**config.mk**
```make
export PLATFORM = sky130hd
export DESIGN_NAME = axi_interconnect_crossbar_wresp_router
export DESIGN_NICKNAME = d
export VERILOG_FILES = /design/src/rtl/axi_interconnect_crossbar_wresp_router.sv
export SDC_FILE = /design/constraint.sdc
export NUM_CORES = 1
export LEC_CHECK = 0
export BUFFER_PORTS_ARGS = -buffer_cell sky130_fd_sc_hd__buf_2
export CAP_MARGIN = 5
export CORE_MARGIN = 2
export CORE_UTILIZATION = 50
export DETAILED_ROUTE_END_ITERATION = 8
export GPL_ROUTABILITY_DRIVEN = 0
export MAX_ROUTING_LAYER = met4
export PLACE_DENSITY = 0.86
export SETUP_SLACK_MARGIN = 0.02
export SYNTH_ARGS = -nofsm -noshare
export SYNTH_HDL_FRONTEND = slang
export SYNTH_SLANG_ARGS = --single-unit
```
**constraint.sdc**
```tcl
create_clock -name clk -period 1.99 [get_ports clk]
set_input_delay 0.199 -clock clk [delete_from_list [all_inputs] [get_ports clk]]
set_output_delay 0.199 -clock clk [all_outputs]
set_load 0.02 [all_outputs]
```
**src/rtl/axi_interconnect_crossbar_wresp_router.sv**
```systemverilog
// Slave-side AW order queue steering W beats and routing B back
// to the master that owned each granted write address.
module axi_interconnect_crossbar_wresp_router #(
   parameter int NUM   = 2,
   parameter int WIDTH = (NUM > 2) ? $clog2(NUM) : 1,
   parameter int DEPTH = 4,
   parameter int PW    = (DEPTH > 2) ? $clog2(DEPTH) : 1
) (
   input  logic             clk,
   input  logic             rst_n,
   input  logic             aw_push,
   input  logic [WIDTH-1:0] aw_user,
   output logic             aw_allow,
   input  logic [NUM-1:0]   m_wvalid,
   input  logic [NUM-1:0]   m_wlast,
   output logic [NUM-1:0]   m_wready,
   output logic             s_wvalid,
   output logic             s_wlast,
   input  logic             s_wready,
   output logic [WIDTH-1:0] w_sel,
   input  logic             s_bvalid,
   output logic             s_bready,
   output logic [NUM-1:0]   m_bvalid,
   input  logic [NUM-1:0]   m_bready,
   output logic [WIDTH-1:0] b_sel
);

   localparam logic [PW:0] DEPTH_P = (PW+1)'(DEPTH);

   logic [WIDTH-1:0] mem [DEPTH];
   logic [PW:0]      wr_ptr;
   logic [PW:0]      w_ptr;
   logic [PW:0]      b_ptr;
   logic [PW:0]      count;
   logic             full;
   logic             w_pend;
   logic             b_pend;
   logic             do_push;
   logic             do_w;
   logic             do_b;

   assign count    = wr_ptr - b_ptr;
   assign full     = (count == DEPTH_P);
   assign aw_allow = !full;

   assign w_pend = (w_ptr != wr_ptr);
   assign b_pend = (b_ptr != w_ptr);

   assign w_sel = w_pend ? mem[w_ptr[PW-1:0]] : '0;
   assign b_sel = b_pend ? mem[b_ptr[PW-1:0]] : '0;

   assign s_wvalid = w_pend & m_wvalid[w_sel];
   assign s_wlast  = w_pend & m_wlast[w_sel];
   assign s_bready = b_pend & m_bready[b_sel];

   always_comb begin
      m_wready = '0;
      m_bvalid = '0;
      if (w_pend && s_wready)
         m_wready[w_sel] = 1'b1;
      if (b_pend && s_bvalid)
         m_bvalid[b_sel] = 1'b1;
   end

   // push is gated by registered full only, so a same-cycle B pop
   // never frees a slot for the current AW
   assign do_push = aw_push & aw_allow;
   assign do_w    = s_wvalid & s_wready & s_wlast;
   assign do_b    = s_bvalid & s_bready;

   always_ff @(posedge clk or negedge rst_n) begin
      if (!rst_n) begin
         wr_ptr <= '0;
         w_ptr  <= '0;
         b_ptr  <= '0;
         for (int i = 0; i < DEPTH; i++)
            mem[i] <= '0;
      end else begin
         if (do_push) begin
            mem[wr_ptr[PW-1:0]] <= aw_user;
            wr_ptr <= wr_ptr + 1'b1;
         end
         if (do_w)
            w_ptr <= w_ptr + 1'b1;
         if (do_b)
            b_ptr <= b_ptr + 1'b1;
      end
   end

endmodule

```
==> reports/qor.yml <==
outcome: "finished clean"
worst_hold_path.num_cells: 2
worst-path-stages: 4
antenna_cells_inserted: 0
cp_data_arrival_time_ns: 1.71
clk_transition_reported_paths_ns: 0.08
grt_setup_unrepaired: "true"
drt_iter0_markers: 6
path_buf_inv: 1
yosys_reg_bits: 13
timing.critical_path.max_delay_family: "multiplexers"
netlist.area_leader.share_pct: 34.57
synth_cells: 89
postRouteWirelength_um: 2032
die_y_um: 47.38
critical_path_required_ns: 1.79
h-tree-depth: 1
timing_hold_violations_final: 0
worst_slew_margin_rel_pct: 74.48
max_fo_critical_path: 3
flow.area_growth_from_synthesis_pct: 25.53
post-route-period-util_pct: 95.99
final_sum_of_negative_setup_slack_ns: 0
fmax_mhz: 523.5
io-pin-count: 22
antenna_found_initial: 0
grt_start_max_net_pins: 14
critPathCaptureType: "output port"
die_width_um: 47.38
insertion_delay_ns: 0.28
grt_pass1_vias: 705
portBuffers: 21
avgSynthCellArea_um2: 10.57
timing.final.crit_period_ns: 1.910
cts.root.buffer_cell: "sky130_fd_sc_hd__clkbuf_4"
minimum_setup_slack_among_reg_to_reg_paths_ns: 0.09
coreArea_mm2: 0.001745
hp-start: "aw_user"
hpwl_dp_um: 1526
min_path_type: "input pin to flop"
worst_hold_path.endpoint: "mem[2]"
postLayoutSetupSlackWorst_ns: 0.07979
mappedNetlistNets: 109
timing.rr.end: "mem[0]"
yosysWarnings: 0
cts_tree: "built"
clock-sinks: 13
max_cap_viol_count: 0
die-area_mm2: 0.002245
synth_largest_area_cell: "sky130_fd_sc_hd__dfrtp_1"
timing.rr.start: "b_ptr[0]"
fin_nets: 141
max_slew.worst_pin.slew_ns: 0.3795
cts-buffers-inserted: 3
layout_common_cells: "sky130_fd_sc_hd__buf_2, sky130_fd_sc_hd__dfrtp_1, sky130_fd_sc_hd__nand2_1, sky130_fd_sc_hd__nor2_1, sky130_fd_sc_hd__ha_1"
number_of_cells_on_the_worst_reg_to_reg_path: 7
grtUsageTotal_pct: 21.14
synth_cell_type_count: 25
critical_path.max_stage_delay_ns: 0.56
drt-vias-per-instance: 5.400
route.antenna.remaining_nets: 0
grt_pass1_wl_um: 3091
setup_skew_after_layout_ns: 0.005443
synth_seq_area_share_pct: 34.57
slew_violations: 0
crit_path_cell_trace: "mux4_2, mux2i_2, nor2_1, buf_2"
most_frequent_standard_cell_in_the_layout_excluding_fill_and_tap_cells: "sky130_fd_sc_hd__buf_2"
starting_density_of_the_core_pct: 53.91
setup-violations-final: 0
num_vias: 783
core.rowCount: 15
drive_above_1_share_pct: 39.17
preCtsSetupSlack_ns: 0.1222
cp-start-kind: "flop"
crit_slowest_cell: "sky130_fd_sc_hd__mux4_2"
timing.critical_path.from: "b_ptr[0]"
synthTopCellsByArea: "sky130_fd_sc_hd__dfrtp_1, sky130_fd_sc_hd__ha_1, sky130_fd_sc_hd__mux2_2"
post_synth_instance_area_um2: 940.9
criticalPathCategory: "flop to output port"
detailedRoute.firstPassIterationCount: 4
drc_errors: 0
overflow: 0
routedWlPerCell_um: 14.01
cts_buffer_depth: 2
==> timing repair <==
item / 4_1_cts / 5_1_grt
setup buffers: 0 / 3
setup endpoints to repair: 2 / 5
endpoints found under the hold margin: 13 / 0
pin swaps: 0 / 2
hold buffers: 1 / 0
resized for setup: 3 / 7
==> worst register-to-register path, delay by kind of cell, from the launching register on <==
| family | cells | cell delay [ns] |
|---|---|---|
| flops | 1 | 0.42 |
| mux | 1 | 0.37 |
| buf+inv | 2 | 0.30 |
| compound gates | 1 | 0.23 |
| fa+ha+maj | 1 | 0.17 |
| xor+xnor | 1 | 0.17 |
| simple gates | 1 | 0.13 |
==> cell families (layout without fill, tap and decap cells) <==
logic type | Yosys count | in the layout | share of synthesized area [%]
flops | 13 | 13 | 34.57
mux | 15 | 15 | 20.48
compound gates | 7 | 7 | 4.654
fa+ha+maj | 8 | 8 | 10.64
simple gates | 26 | 26 | 13.43
xor+xnor | 14 | 14 | 13.03
buf+inv | 6 | 37 | 3.191
==> layout make-up <==
type / count / area (µm²)
sequential: 13 / 325.3
timing repair buffer: 29 / 177.7
inverter: 4 / 15.01
multi-input combinational: 70 / 605.6
tap: 25 / 31.28
fill: 139 / 564.3
clock buffer: 4 / 26.28
==> layer usage <==
layer  track usage (%)  up-vias  part of all wire, %
li1                  -      373                    -
met1             24.58      384                   43
met2             35.95       22                   52
met3             3.462        4                  3.4
met4             8.333        0                  1.2
met5                 -        -                    0
==> metrics by stage <==
stage,cell area [µm²],hold WS (ns),instances,util [%]
after floorplan,940.9,-0.09659,89,-
after global placement,1092,0.09867,137,62.58
after detailed placement,1092,0.1037,137,62.58
after CTS,1136,0.1786,142,65.09
after global routing,1181,0.1897,145,67.67
final,1181,0.1861,145,67.67
==> synth_stat cells <==
cell type                  number
sky130_fd_sc_hd__nand3_2        1
sky130_fd_sc_hd__o31ai_1        1
sky130_fd_sc_hd__nand4_1        1
sky130_fd_sc_hd__xor2_1         6
sky130_fd_sc_hd__and3b_1        1
sky130_fd_sc_hd__buf_6          1
sky130_fd_sc_hd__xnor2_1        8
sky130_fd_sc_hd__dfrtp_1       13
sky130_fd_sc_hd__o21ai_0        1
sky130_fd_sc_hd__ha_1           8
sky130_fd_sc_hd__a31oi_1        5
sky130_fd_sc_hd__nor2b_1        2
sky130_fd_sc_hd__nor3b_1        1
sky130_fd_sc_hd__nor3_1         1
sky130_fd_sc_hd__mux4_1         1
sky130_fd_sc_hd__mux2_2         7
sky130_fd_sc_hd__nand2_1        8
sky130_fd_sc_hd__inv_1          4
sky130_fd_sc_hd__and3_1         1
sky130_fd_sc_hd__mux2_4         1
sky130_fd_sc_hd__mux4_2         1
sky130_fd_sc_hd__mux2i_1        5
sky130_fd_sc_hd__nand3_1        2
sky130_fd_sc_hd__nor2_1         8
sky130_fd_sc_hd__clkbuf_1       1
==> worst max-delay path by stage <==
stage | endpoint | slack (ns)
after floorplan | b_ptr[1] | 0.17
after global placement | b_ptr[1] | 0.19
after detailed placement | wr_ptr[1] | 0.12
after CTS | aw_allow | 0.05
after global routing | aw_allow | -0.02
final | s_bready | 0.08
==> sequential cells by signal (all words and copies together), names as in the netlist <==
signal and count:
w_ptr 3, b_ptr 3, wr_ptr 3, mem 4
Power is left out: the tool's default activity adds up to more than one toggle a clock period on the data nets, which glitch-free logic cannot reach.
